--- config.mk ---
export PLATFORM = sky130hd
export DESIGN_NAME = prt_ingress_writer
export DESIGN_NICKNAME = d
export VERILOG_FILES = /design/src/rtl/prt_ingress_writer.sv
export SDC_FILE = /design/constraint.sdc
export NUM_CORES = 1
export LEC_CHECK = 0
export CAP_MARGIN = 20
export CORE_ASPECT_RATIO = 1.4
export CORE_MARGIN = 10
export CORE_UTILIZATION = 35
export CTS_BUF_LIST = sky130_fd_sc_hd__clkbuf_2
export DETAILED_ROUTE_END_ITERATION = 12
export PLACE_DENSITY = 0.68
export SETUP_SLACK_MARGIN = 0.4
export SYNTH_ARGS = -nofsm -noshare
export SYNTH_HDL_FRONTEND = slang
export SYNTH_SLANG_ARGS = --single-unit
export TNS_END_PERCENT = 10
--- constraint.sdc ---
create_clock -name clk -period 4.7 [get_ports clk]
set_input_delay 1.41 -clock clk [delete_from_list [all_inputs] [get_ports clk]]
set_output_delay 1.41 -clock clk [all_outputs]
set_load 0.05 [all_outputs]
--- src/rtl/prt_ingress_writer.sv ---
// Ingress stage in front of the PRT: claims a slot per packet, streams the packet words
// into it through the start/write/finish methods, then hands a descriptor to the classifier queue.
module prt_ingress_writer #(
  parameter int DATA_WIDTH = 32,
  parameter int NUM_SLOTS  = 16,
  parameter int MAX_WORDS  = 64,
  localparam int SLOT_W    = $clog2(NUM_SLOTS),
  localparam int LEN_W     = $clog2(MAX_WORDS + 1)
) (
  input  logic                  clk,
  input  logic                  rst,
  // packet stream
  input  logic                  in_valid,
  output logic                  in_ready,
  input  logic [DATA_WIDTH-1:0] in_data,
  input  logic                  in_last,
  // PRT methods
  output logic                  EN_start_writing_prt_entry,
  input  logic                  RDY_start_writing_prt_entry,
  input  logic [SLOT_W-1:0]     start_writing_prt_entry,
  output logic                  EN_write_prt_entry,
  input  logic                  RDY_write_prt_entry,
  output logic [DATA_WIDTH-1:0] write_prt_entry_data,
  output logic                  EN_finish_writing_prt_entry,
  input  logic                  RDY_finish_writing_prt_entry,
  input  logic                  is_prt_slot_free,
  input  logic                  RDY_is_prt_slot_free,
  // descriptor to classifier
  output logic                  desc_valid,
  input  logic                  desc_ready,
  output logic [SLOT_W-1:0]     desc_slot,
  output logic [LEN_W-1:0]      desc_len,
  output logic                  desc_trunc,
  output logic [31:0]           pkt_count
);

  typedef enum logic [1:0] {
    S_IDLE,
    S_STREAM,
    S_FINISH,
    S_DESC
  } state_t;

  localparam logic [LEN_W-1:0] MAX_CNT = LEN_W'(MAX_WORDS);

  state_t             state;
  state_t             state_nx;
  logic [SLOT_W-1:0]  slot_q;
  logic [LEN_W-1:0]   cnt;
  logic               trunc;
  logic               go;
  logic               room;
  logic               accept;
  logic               desc_take;

  assign go        = in_valid && is_prt_slot_free && RDY_is_prt_slot_free
                     && RDY_start_writing_prt_entry;
  assign room      = (cnt < MAX_CNT);
  assign accept    = in_valid && in_ready;
  assign desc_take = desc_valid && desc_ready;

  assign write_prt_entry_data = in_data;

  // NOTE: sequential state uses non-blocking assignments so every flop samples
  // pre-edge values regardless of the order the always_ff blocks are evaluated in.
  always_ff @(posedge clk) begin
    if (rst) state <= S_IDLE;
    else     state <= state_nx;
  end

  // NOTE: every always_comb output gets a default before the case so no path
  // leaves it unassigned, which would otherwise infer a latch.
  always_comb begin
    state_nx = state;
    unique case (state)
      S_IDLE:   if (go) state_nx = S_STREAM;
      S_STREAM: if (accept && in_last) state_nx = S_FINISH;
      S_FINISH: if (RDY_finish_writing_prt_entry) state_nx = S_DESC;
      S_DESC:   if (desc_take) state_nx = S_IDLE;
      default:  state_nx = S_IDLE;
    endcase
  end

  // Once the slot is full, words keep draining without touching the PRT so the
  // stream never stalls on a truncated packet.
  always_comb begin
    in_ready                    = 1'b0;
    EN_start_writing_prt_entry  = 1'b0;
    EN_write_prt_entry          = 1'b0;
    EN_finish_writing_prt_entry = 1'b0;
    unique case (state)
      S_IDLE: EN_start_writing_prt_entry = go;
      S_STREAM: begin
        in_ready           = room ? RDY_write_prt_entry : 1'b1;
        EN_write_prt_entry = in_valid && room && RDY_write_prt_entry;
      end
      S_FINISH: EN_finish_writing_prt_entry = RDY_finish_writing_prt_entry;
      default: ;
    endcase
  end

  // NOTE: only the control and descriptor flops carry a reset; the PRT clears its
  // own partial slot on rst, so no finish is issued for an aborted packet.
  always_ff @(posedge clk) begin
    if (rst) begin
      slot_q     <= '0;
      cnt        <= '0;
      trunc      <= 1'b0;
      desc_valid <= 1'b0;
      desc_slot  <= '0;
      desc_len   <= '0;
      desc_trunc <= 1'b0;
      pkt_count  <= '0;
    end else begin
      if (EN_start_writing_prt_entry) begin
        slot_q <= start_writing_prt_entry;
        cnt    <= '0;
        trunc  <= 1'b0;
      end
      if (EN_write_prt_entry)  cnt   <= cnt + 1'b1;
      if (accept && !room)     trunc <= 1'b1;
      if (EN_finish_writing_prt_entry) begin
        desc_valid <= 1'b1;
        desc_slot  <= slot_q;
        desc_len   <= cnt;
        desc_trunc <= trunc;
      end else if (desc_take) begin
        desc_valid <= 1'b0;
        pkt_count  <= pkt_count + 32'd1;
      end
    end
  end

endmodule
# After elaboration in Yosys (flattened, before gate mapping)
# Index checks and enable logic that the tools add are counted.
# totals
in_bits	46
register_bits	59
output_inout_bits	81
# classes
mux	16
eq_ne	7
addsub	2
reduce_logical	16
bitwise	1
n_lt_le_gt_ge	1
# ops
op	count
$add 32x1->32 const B	1
$mux 7	2
$logic_and 1x1->1	9
$mux 1	9
$mux 2	4
$ne 2x2->1 const B	4
$pmux 2 s4	1
$add 7x1->7 const B	1
$lt 7x7->1 const B	1
$reduce_bool 2->1	3
$eq 2x2->1 const B	2
$reduce_and 4->1	1
$eq 2x1->1 const B	1
$logic_not 2->1	1
$reduce_and 2->1	1
$logic_not 1->1	1
$not 1->1	1

# Longest topological paths before layout
# Gate-level depths: netlist of run 1.
# logic_depth
depth_word	7
depth_mapped	8
mapped_depth_nobuf	7

# Worst setup path after synthesis of run 1
# No wires, ideal clock.
# synth_path
kind	input -> output
from	input RDY_finish_writing_prt_entry
to	output EN_finish_writing_prt_entry
path_stages	3
n_path_buf	1
slack_ns	0.974
t_arrival_ns	2.316
cell_sequence	nand2_1 inv_2 clkbuf_1
# synth_between
elab_chain_cells	1
# synth_lines
element	line	text
from (decl)	25	input logic RDY_finish_writing_prt_entry,
$mux 1	91	unique case (state)
to (decl)	24	output logic EN_finish_writing_prt_entry,
# Every way passes these cells.

# Worst setup path in the final report of run 1
# layout_path
from	input in_valid
to	output EN_start_writing_prt_entry
# layout_between
elab_chain_cells	4
# layout_lines
element	line	text
from (decl)	13	input logic in_valid,
$logic_and 1x1->1 (2 in series)	56	assign go = in_valid && is_prt_slot_free && RDY_is_prt_slot_free
$logic_and 1x1->1	57	&& RDY_start_writing_prt_entry;
$mux 1	91	
to (decl)	18	output logic EN_start_writing_prt_entry,
# Every way passes these cells.

==> impl_metrics.json, run 1 <==
{
  "postCtsHoldBufs": 0,
  "p_leak_nw": 1.19,
  "layout.core_utilization": 0.434,
  "crit_path_cells": "clkdlybuf4s50_1 -> and4_2 -> nand2_1 -> inv_1 -> buf_12",
  "cts_sinks": 59,
  "drcViolationCount": 0,
  "power_mw": 0.967,
  "reg2reg_setup_slack_ps": 2110,
  "critPathMaxFanout": 8,
  "detail-route-antenna-nets": 0,
  "max-vdd-ir-drop_uv": 104,
  "syn-mean-instance-area_um2": 8.20,
  "timing_hold_violations_final": 0,
  "bufs_on_longest_clock_path": 2,
  "tns_ps": 0,
  "yosys_warnings": 0,
  "maxSlewViolCount": 0,
  "reg2reg_from": "pkt_count[4]",
  "timing.hold.worst_endpoint": "desc_slot[0]",
  "seq_area_frac_synth": 0.396,
  "syn_nets": 417,
  "post-synth-top-area-cell": "sky130_fd_sc_hd__dfxtp_1",
  "yosys_register_bits": 59,
  "setup-violations-final": 0,
  "average_detailed_routed_wire_length_per_instance_um": 15.4,
  "fin_crit_sh": 0.885,
  "ctsRootBufferMaster": "sky130_fd_sc_hd__clkbuf_2",
  "grt_pass1_wl_mm": 12.5,
  "clock_latency_ps": 470,
  "hold_path_depth": 2,
  "synth-edff-count": 0,
  "initial_core_utilization": 0.362,
  "floorplan.die_area_um2": 12700,
  "max_slew.worst_pin.slew_ps": 801,
  "postSynthCellCount": 364,
  "drt-pass1-iter-count": 4,
  "num-nets-final": 444,
  "critPathRequiredTime_ps": 3290,
  "cellPowerDensity_nw_per_um2": 270,
  "vias_per_cell": 5.29,
  "r2r-end": "pkt_count[31]",
  "yosys-top-cells-area": "sky130_fd_sc_hd__dfxtp_1, sky130_fd_sc_hd__buf_4, sky130_fd_sc_hd__a21oi_1",
  "r2r_cells": 4,
  "critical_path_buffers_and_inverters": 3,
  "cp-end-kind": "output port",
  "die-height_um": 129,
  "hold_start": "desc_slot[0]",
  "synth_ff_type": "sky130_fd_sc_hd__dfxtp_1",
  "synthDistinctLibCells": 41,
  "coreArea_um2": 8250,
  "grt_util_all_layers": 0.118,
  "async_reset_ff_frac": 0,
  "grt_remaining_overflow": 0,
  "grt_pass1_vias": 2539,
  "hold_class": "reg -> reg",
  "worst-endpoint-arrival_ps": 2750,
  "finClkSkew_ps": 33.6,
  "outcome": "finished, final reports clean",
  "hold_ws_ps": 466,
  "critPathLaunchType": "primary input",
  "critPathTopFamily": "buffers and inverters",
  "share_of_cells_above_drive_strength_1": 0.101,
  "max_stage_delay_ps": 550,
  "fmaxAchievable_mhz": 240,
  "grt_max_degree": 40,
  "top_level_ports": 127,
  "syn_area_um2": 2990,
  "routabilityCongestion": 0.779,
  "io_buffer_count": 62,
  "critical-path-slowest-cell": "sky130_fd_sc_hd__clkdlybuf4s50_1",
  "cts_bufs_inserted": 9,
  "worstSetupPathType": "in -> out",
  "grt_antenna_before_repair": 1,
  "clock_tree.htree_level_count": 3,
  "dpl.hpwl_mm": 5.70,
  "area_fraction_of_the_dominant_cell_type_after_synthesis": 0.396,
  "cts_tree": "done",
  "fin_crit_ps": 4160,
  "unrepaired_setup_endpoints_after_global_routing": "false",
  "max-cap-violations": 0,
  "die_width_um": 98.1,
  "detail_route.iter0.violations": 101,
  "row_count": 39,
  "num_vias": 2638,
  "area.growth.synth_to_final_pct": 19.9,
  "fillCellCount": 818,
  "finalWirelength_mm": 7.70,
  "slew_headroom": 0.463,
  "worst_setup_hold_path_clk_slew_ps": 170
}
[worst max path at each step]
stage                                  endpoint                    startpoint  slack, ps  cells past startpoint
finish               EN_start_writing_prt_entry                      in_valid        540                      5
global route         EN_start_writing_prt_entry                      in_valid        430                      5
CTS                  EN_start_writing_prt_entry                      in_valid        510                      5
detailed placement   EN_start_writing_prt_entry                      in_valid        510                      5
global placement     EN_start_writing_prt_entry                      in_valid        520                      5
floorplan           EN_finish_writing_prt_entry  RDY_finish_writing_prt_entry        970                      3
[cell families (layout without fill, tap and decap cells)]
kind of cell,after synthesis,after routing,share of synthesized area
flip-flops,59,59,0.396
buffers and inverters,62,94,0.121
AND/OR/NAND/NOR,151,151,0.263
other,0,1,0
XOR/XNOR,7,7,0.0205
adder cells (fa/ha/maj),7,7,0.0293
AO/OA/AOI/OAI,67,67,0.129
multiplexers,11,11,0.0415
[cell usage in the layout, fill, tap and decap left out, drive strengths merged, types with 3 or more instances in the layout]
cell type,count
dfxtp,59
clkdlybuf4s50,57
nand2,43
a21oi,40
nor2,28
nand3,17
nor2b,11
nor4,11
mux2,11
inv,11
or4,11
o21ai,10
clkbuf,10
o31ai,9
buf,9
nand4,8
ha,7
or3,5
clkinv,5
xnor2,4
and4,4
nor3,3
xor2,3
[synthesized netlist by cell type, types with 2 or more instances]
master and n:
sky130_fd_sc_hd__dfxtp_1 59, sky130_fd_sc_hd__nand2_1 43, sky130_fd_sc_hd__a21oi_1 40, sky130_fd_sc_hd__buf_4 32, sky130_fd_sc_hd__nor2_1 28, sky130_fd_sc_hd__nand3_1 17, sky130_fd_sc_hd__clkbuf_1 13, sky130_fd_sc_hd__mux2_2 11
sky130_fd_sc_hd__nor2b_1 11, sky130_fd_sc_hd__nor4_1 11, sky130_fd_sc_hd__inv_1 10, sky130_fd_sc_hd__o21ai_0 10, sky130_fd_sc_hd__or4_1 10, sky130_fd_sc_hd__o31ai_1 9, sky130_fd_sc_hd__ha_1 7, sky130_fd_sc_hd__nand4_1 7
sky130_fd_sc_hd__or3_1 5, sky130_fd_sc_hd__and4_1 4, sky130_fd_sc_hd__buf_1 4, sky130_fd_sc_hd__xnor2_1 4, sky130_fd_sc_hd__nor3_1 3, sky130_fd_sc_hd__xor2_1 3, sky130_fd_sc_hd__a211oi_1 2, sky130_fd_sc_hd__a32oi_1 2
sky130_fd_sc_hd__nand3b_1 2, sky130_fd_sc_hd__nand4b_1 2
[metrics by stage]
| stage | cells | instance area (um^2) | setup WS (ps) |
|---|---|---|---|
| finish | 499 | 3580 | 541 |
| global route | 499 | 3580 | 426 |
| CTS | 498 | 3580 | 509 |
| detailed placement | 482 | 3470 | 512 |
| global placement | 482 | 3470 | 524 |
| floorplan | 364 | 2990 | 974 |
[sequential cells by signal, indices dropped and copies added, names as in the netlist]
| register | flops |
|---|---|
| pkt_count | 32 |
| trunc | 1 |
| cnt | 7 |
| state | 2 |
| desc_slot | 4 |
| desc_valid | 1 |
| desc_trunc | 1 |
| slot_q | 4 |
| desc_len | 7 |
[layer usage]
layer	vias to the layer above	track usage	wire length, um
met2	75	0.207	3950
met1	1229	0.118	2990
met3	26	0.0324	486
met5	-	0	0
met4	0	0.0892	272
li1	1308	-	-
[area by class of cell]
cell class,instances,area (um^2),share of cell area
Timing Repair Buffer,66,673,0.188
Sequential cell,59,1180,0.330
Clock buffer,10,50.0,0.0140
Tap cell,102,128,0.0356
Antenna cell,1,2.50,0.000699
Clock inverter,6,56.3,0.0157
Inverter,12,45.0,0.0126
Multi-Input combinational cell,243,1450,0.404
[tightest hold or removal path, cell delays in order (launching register included)]
cell	delay, ps
sky130_fd_sc_hd__dfxtp_1	340
sky130_fd_sc_hd__nand2_1	50
sky130_fd_sc_hd__a21oi_1	50
[repair_timing]
action / 4_1_cts / 5_1_grt
gates resized for setup: 0 / 1
hold endpoints to repair: 0 / 0
endpoints found under the setup margin: 0 / 1
setup buffers: 0 / 0
[power breakdown]
part | total, mW | switching, mW | internal [mW] | leakage [nW]
combinational | 0.139 | 0.0858 | 0.0530 | 0.648
clock | 0.311 | 0.191 | 0.121 | 0.0691
sequential | 0.517 | 0.00816 | 0.509 | 0.475
total | 0.967 | 0.285 | 0.682 | 1.19
Note: power is estimated with default switching activity, not from simulation.
==> inputs of run 2 (changes only) <==
--- a/config.mk
+++ b/config.mk
@@ -10,6 +10,7 @@
 export CORE_MARGIN = 10
 export CORE_UTILIZATION = 35
 export CTS_BUF_LIST = sky130_fd_sc_hd__clkbuf_2
+export CTS_CLUSTER_SIZE = 16
 export DETAILED_ROUTE_END_ITERATION = 12
 export PLACE_DENSITY = 0.68
 export SETUP_SLACK_MARGIN = 0.4
==> results of run 2 <==
Final layout, timing and power as in run 1 (identical DEF).
==> patch (config.mk and constraints of run 1) <==
Encoding of `state_t`: now Gray code (2 bits for 4 states).
--- a/src/rtl/prt_ingress_writer.sv
+++ b/src/rtl/prt_ingress_writer.sv
@@ -35,10 +35,10 @@
 );
 
   typedef enum logic [1:0] {
-    S_IDLE,
-    S_STREAM,
-    S_FINISH,
-    S_DESC
+    S_IDLE   = 2'b00,
+    S_STREAM = 2'b01,
+    S_FINISH = 2'b11,
+    S_DESC   = 2'b10
   } state_t;
 
   localparam logic [LEN_W-1:0] MAX_CNT = LEN_W'(MAX_WORDS);
Check against the original RTL: no difference found for any inputs over 10 cycles, from zero or initial values and one cycle with rst high; not proved beyond that.
==> patch against run 1 <==
Cell area down 0.14%. Sequential share of layout area about the same. Global-route usage down 0.28 points. Worst hold slack worse by 2.3 ps. Synthesized area down 2.4%. First-iteration DRC count down 8.9%. Die area down 2.0%. Wire length down 6.1%. Setup slack worse by 99 ps. Sequential cell count unchanged. Highest routed layer unchanged.
Power is not compared: it rests on default switching activity, and its combinational part moved more than twofold at a synthesized area within 25%.
==> patch: results (changes against run 1) <==
- GRT Total Usage: 11.6% (was 11.8%)
- Outcome: completed (unchanged)
- Slowest CP cell: clkdlybuf4s50_1 (unchanged)
- Syn. warnings: 0 (unchanged)
- Clock transition at the registers of the reported paths: 150 ps (was 170 ps)
- Vias in the first global route: 2497 (was 2539)
- DP Worst Slack: 267 ps (was 512 ps)
- Routability cong.: 0.839 (was 0.779)
- Layout cells sized above 1: 10.6% (was 10.1%)
- Type of the worst min-delay path: reg -> reg (unchanged)
- Vias per Instance: 5.17 (was 5.29)
- Num CTS Buffers: 9 (unchanged)
- Post-DP HPWL: 5190 um (was 5700 um)
- Met3 Resource Use GR: 5.12% (was 3.24%)
- Met2 usage: 20.9% (was 20.7%)
- Top cell family by delay on the critical path: buffers and inverters (unchanged)
- Main synth FF type: dfxtp_1 (unchanged)
- Largest regs: pkt_count (32), cnt (7), desc_len (7) (unchanged)
- Met1 GRT Util: 11.4% (was 11.8%)
- DR pass1 iterations: 4 (unchanged)
- Nets@finish: 428 (was 444)
- Mapped Avg Cell Area: 8.30 sq um (was 8.20 sq um)
- Crit path max fanout: 7 (was 8)
- Yosys cell types: 41 (unchanged)
- Largest net degree at the start of global routing: 47 (was 40)
- H-Tree Depth: 3 (unchanged)
- Initial antenna violation count: 0 (was 1)
- Slew headroom: 43.4% (was 46.3%)
- PortBufs: 62 (unchanged)
- Worst EP arrival: 2850 ps (was 2750 ps)
- CTS Root Cell: clkbuf_2 (unchanged)
- Worst-skew pair later-pin latency: 470 ps (about the same)
- Leakage: 1.24 nW
- Setup Skew: 17.3 ps (was 33.6 ps)
- Drt initial violations: 92 (was 101)
- Top cells by count, synth: dfxtp_1 (59), nand2_1 (42), a21oi_1 (35) (was dfxtp_1 (59), nand2_1 (43), a21oi_1 (40))
- Post-Route WL: 7230 um (was 7700 um)
- Antenna diodes: 0 (was 1)
- Synth Net Count: 399 (was 417)
- Global-route wire length before repair: 12000 um (was 12500 um)
- Max VDD drop: 0.000126 V
- Sequential area share after synthesis: 40.5% (was 39.6%)
- Ys async rst share: 0% (unchanged)
- Top post-synthesis cells by area: dfxtp_1 (41%), buf_4 (8.2%), a21oi_1 (6.0%) (was dfxtp_1 (40%), buf_4 (8.0%), a21oi_1 (6.7%))
- Fill cells: 807 (was 818)
- Crit path largest cell delay: 550 ps (about the same)
- Clk buf depth: 2 (unchanged)
## patch: metrics by stage
step	hold WS [ps]	power, mW	std cells	cell area, sq um
finish	464	0.947	487	3580
global route	492	0.988	487	3580
CTS	467	0.963	484	3550
detailed placement	447	0.547	468	3400
global placement	443	0.546	468	3400
floorplan	432	0.602	351	2910
## patch: where the power goes
| part | switching [mW] | leakage [nW] | internal, mW | total (mW) |
|---|---|---|---|---|
| Combinational | 0.0182 | 0.676 | 0.0153 | 0.0335 |
| Sequential | 0.00104 | 0.475 | 0.502 | 0.503 |
| Clock | 0.187 | 0.0884 | 0.224 | 0.411 |
## patch: layout make-up
cell class / instances / area (sq um) / share of cell area [%]
multi-input cells: 235 / 1390 / 38.9
clock inverters: 7 / 106 / 2.97
clock buffers: 9 / 45.0 / 1.26
well taps: 102 / 128 / 3.57
flip-flops and latches: 59 / 1180 / 33.0
inverters: 6 / 26.3 / 0.735
repair buffers: 69 / 697 / 19.5
## patch: logic make-up after synthesis
logic type | share of synthesized area, %
AOI/OAI and AO/OA | 11.6
xor gates and xnor gates | 2.41
adders and majority gates | 0.859
buffers and inverters | 11.6
DFF | 40.5
muxes | 5.24
and+or+nand+nor | 27.7
## patch: worst reg2reg max path, cell delays in order, from the launching register on
cell and delay [ps]:
dfxtp_1 390, nand3_1 170, buf_4 290, nand3_1 410
nor4_1 420, mux2_2 370
## patch: per-layer routing
metal / vias up / share of wire (%)
met4: 0 / 1.3
met2: 67 / 52
met5: - / 0
li1: 1268 / -
met1: 1171 / 40
met3: 12 / 6.7
## patch: worst paths after layout
check                                           start                          to  slack (ps)  cells past startpoint
worst max-delay path                         in_valid          EN_write_prt_entry         440                      5
worst min-delay path               trunc$_SDFFE_PP0P_     desc_trunc$_SDFFE_PP0P_         460                      2
worst max register to register  state[1]$_SDFFE_PP0P_  pkt_count[31]$_SDFFE_PP0P_        2540                      5
worst min register to register     trunc$_SDFFE_PP0P_     desc_trunc$_SDFFE_PP0P_         460                      2
## patch: timing repair
action / CTS / global route
endpoints found under the setup margin: 1 / 1
gates resized for setup: 1 / 1
buffers inserted: 0 / 3
hold buffers: 0 / 0
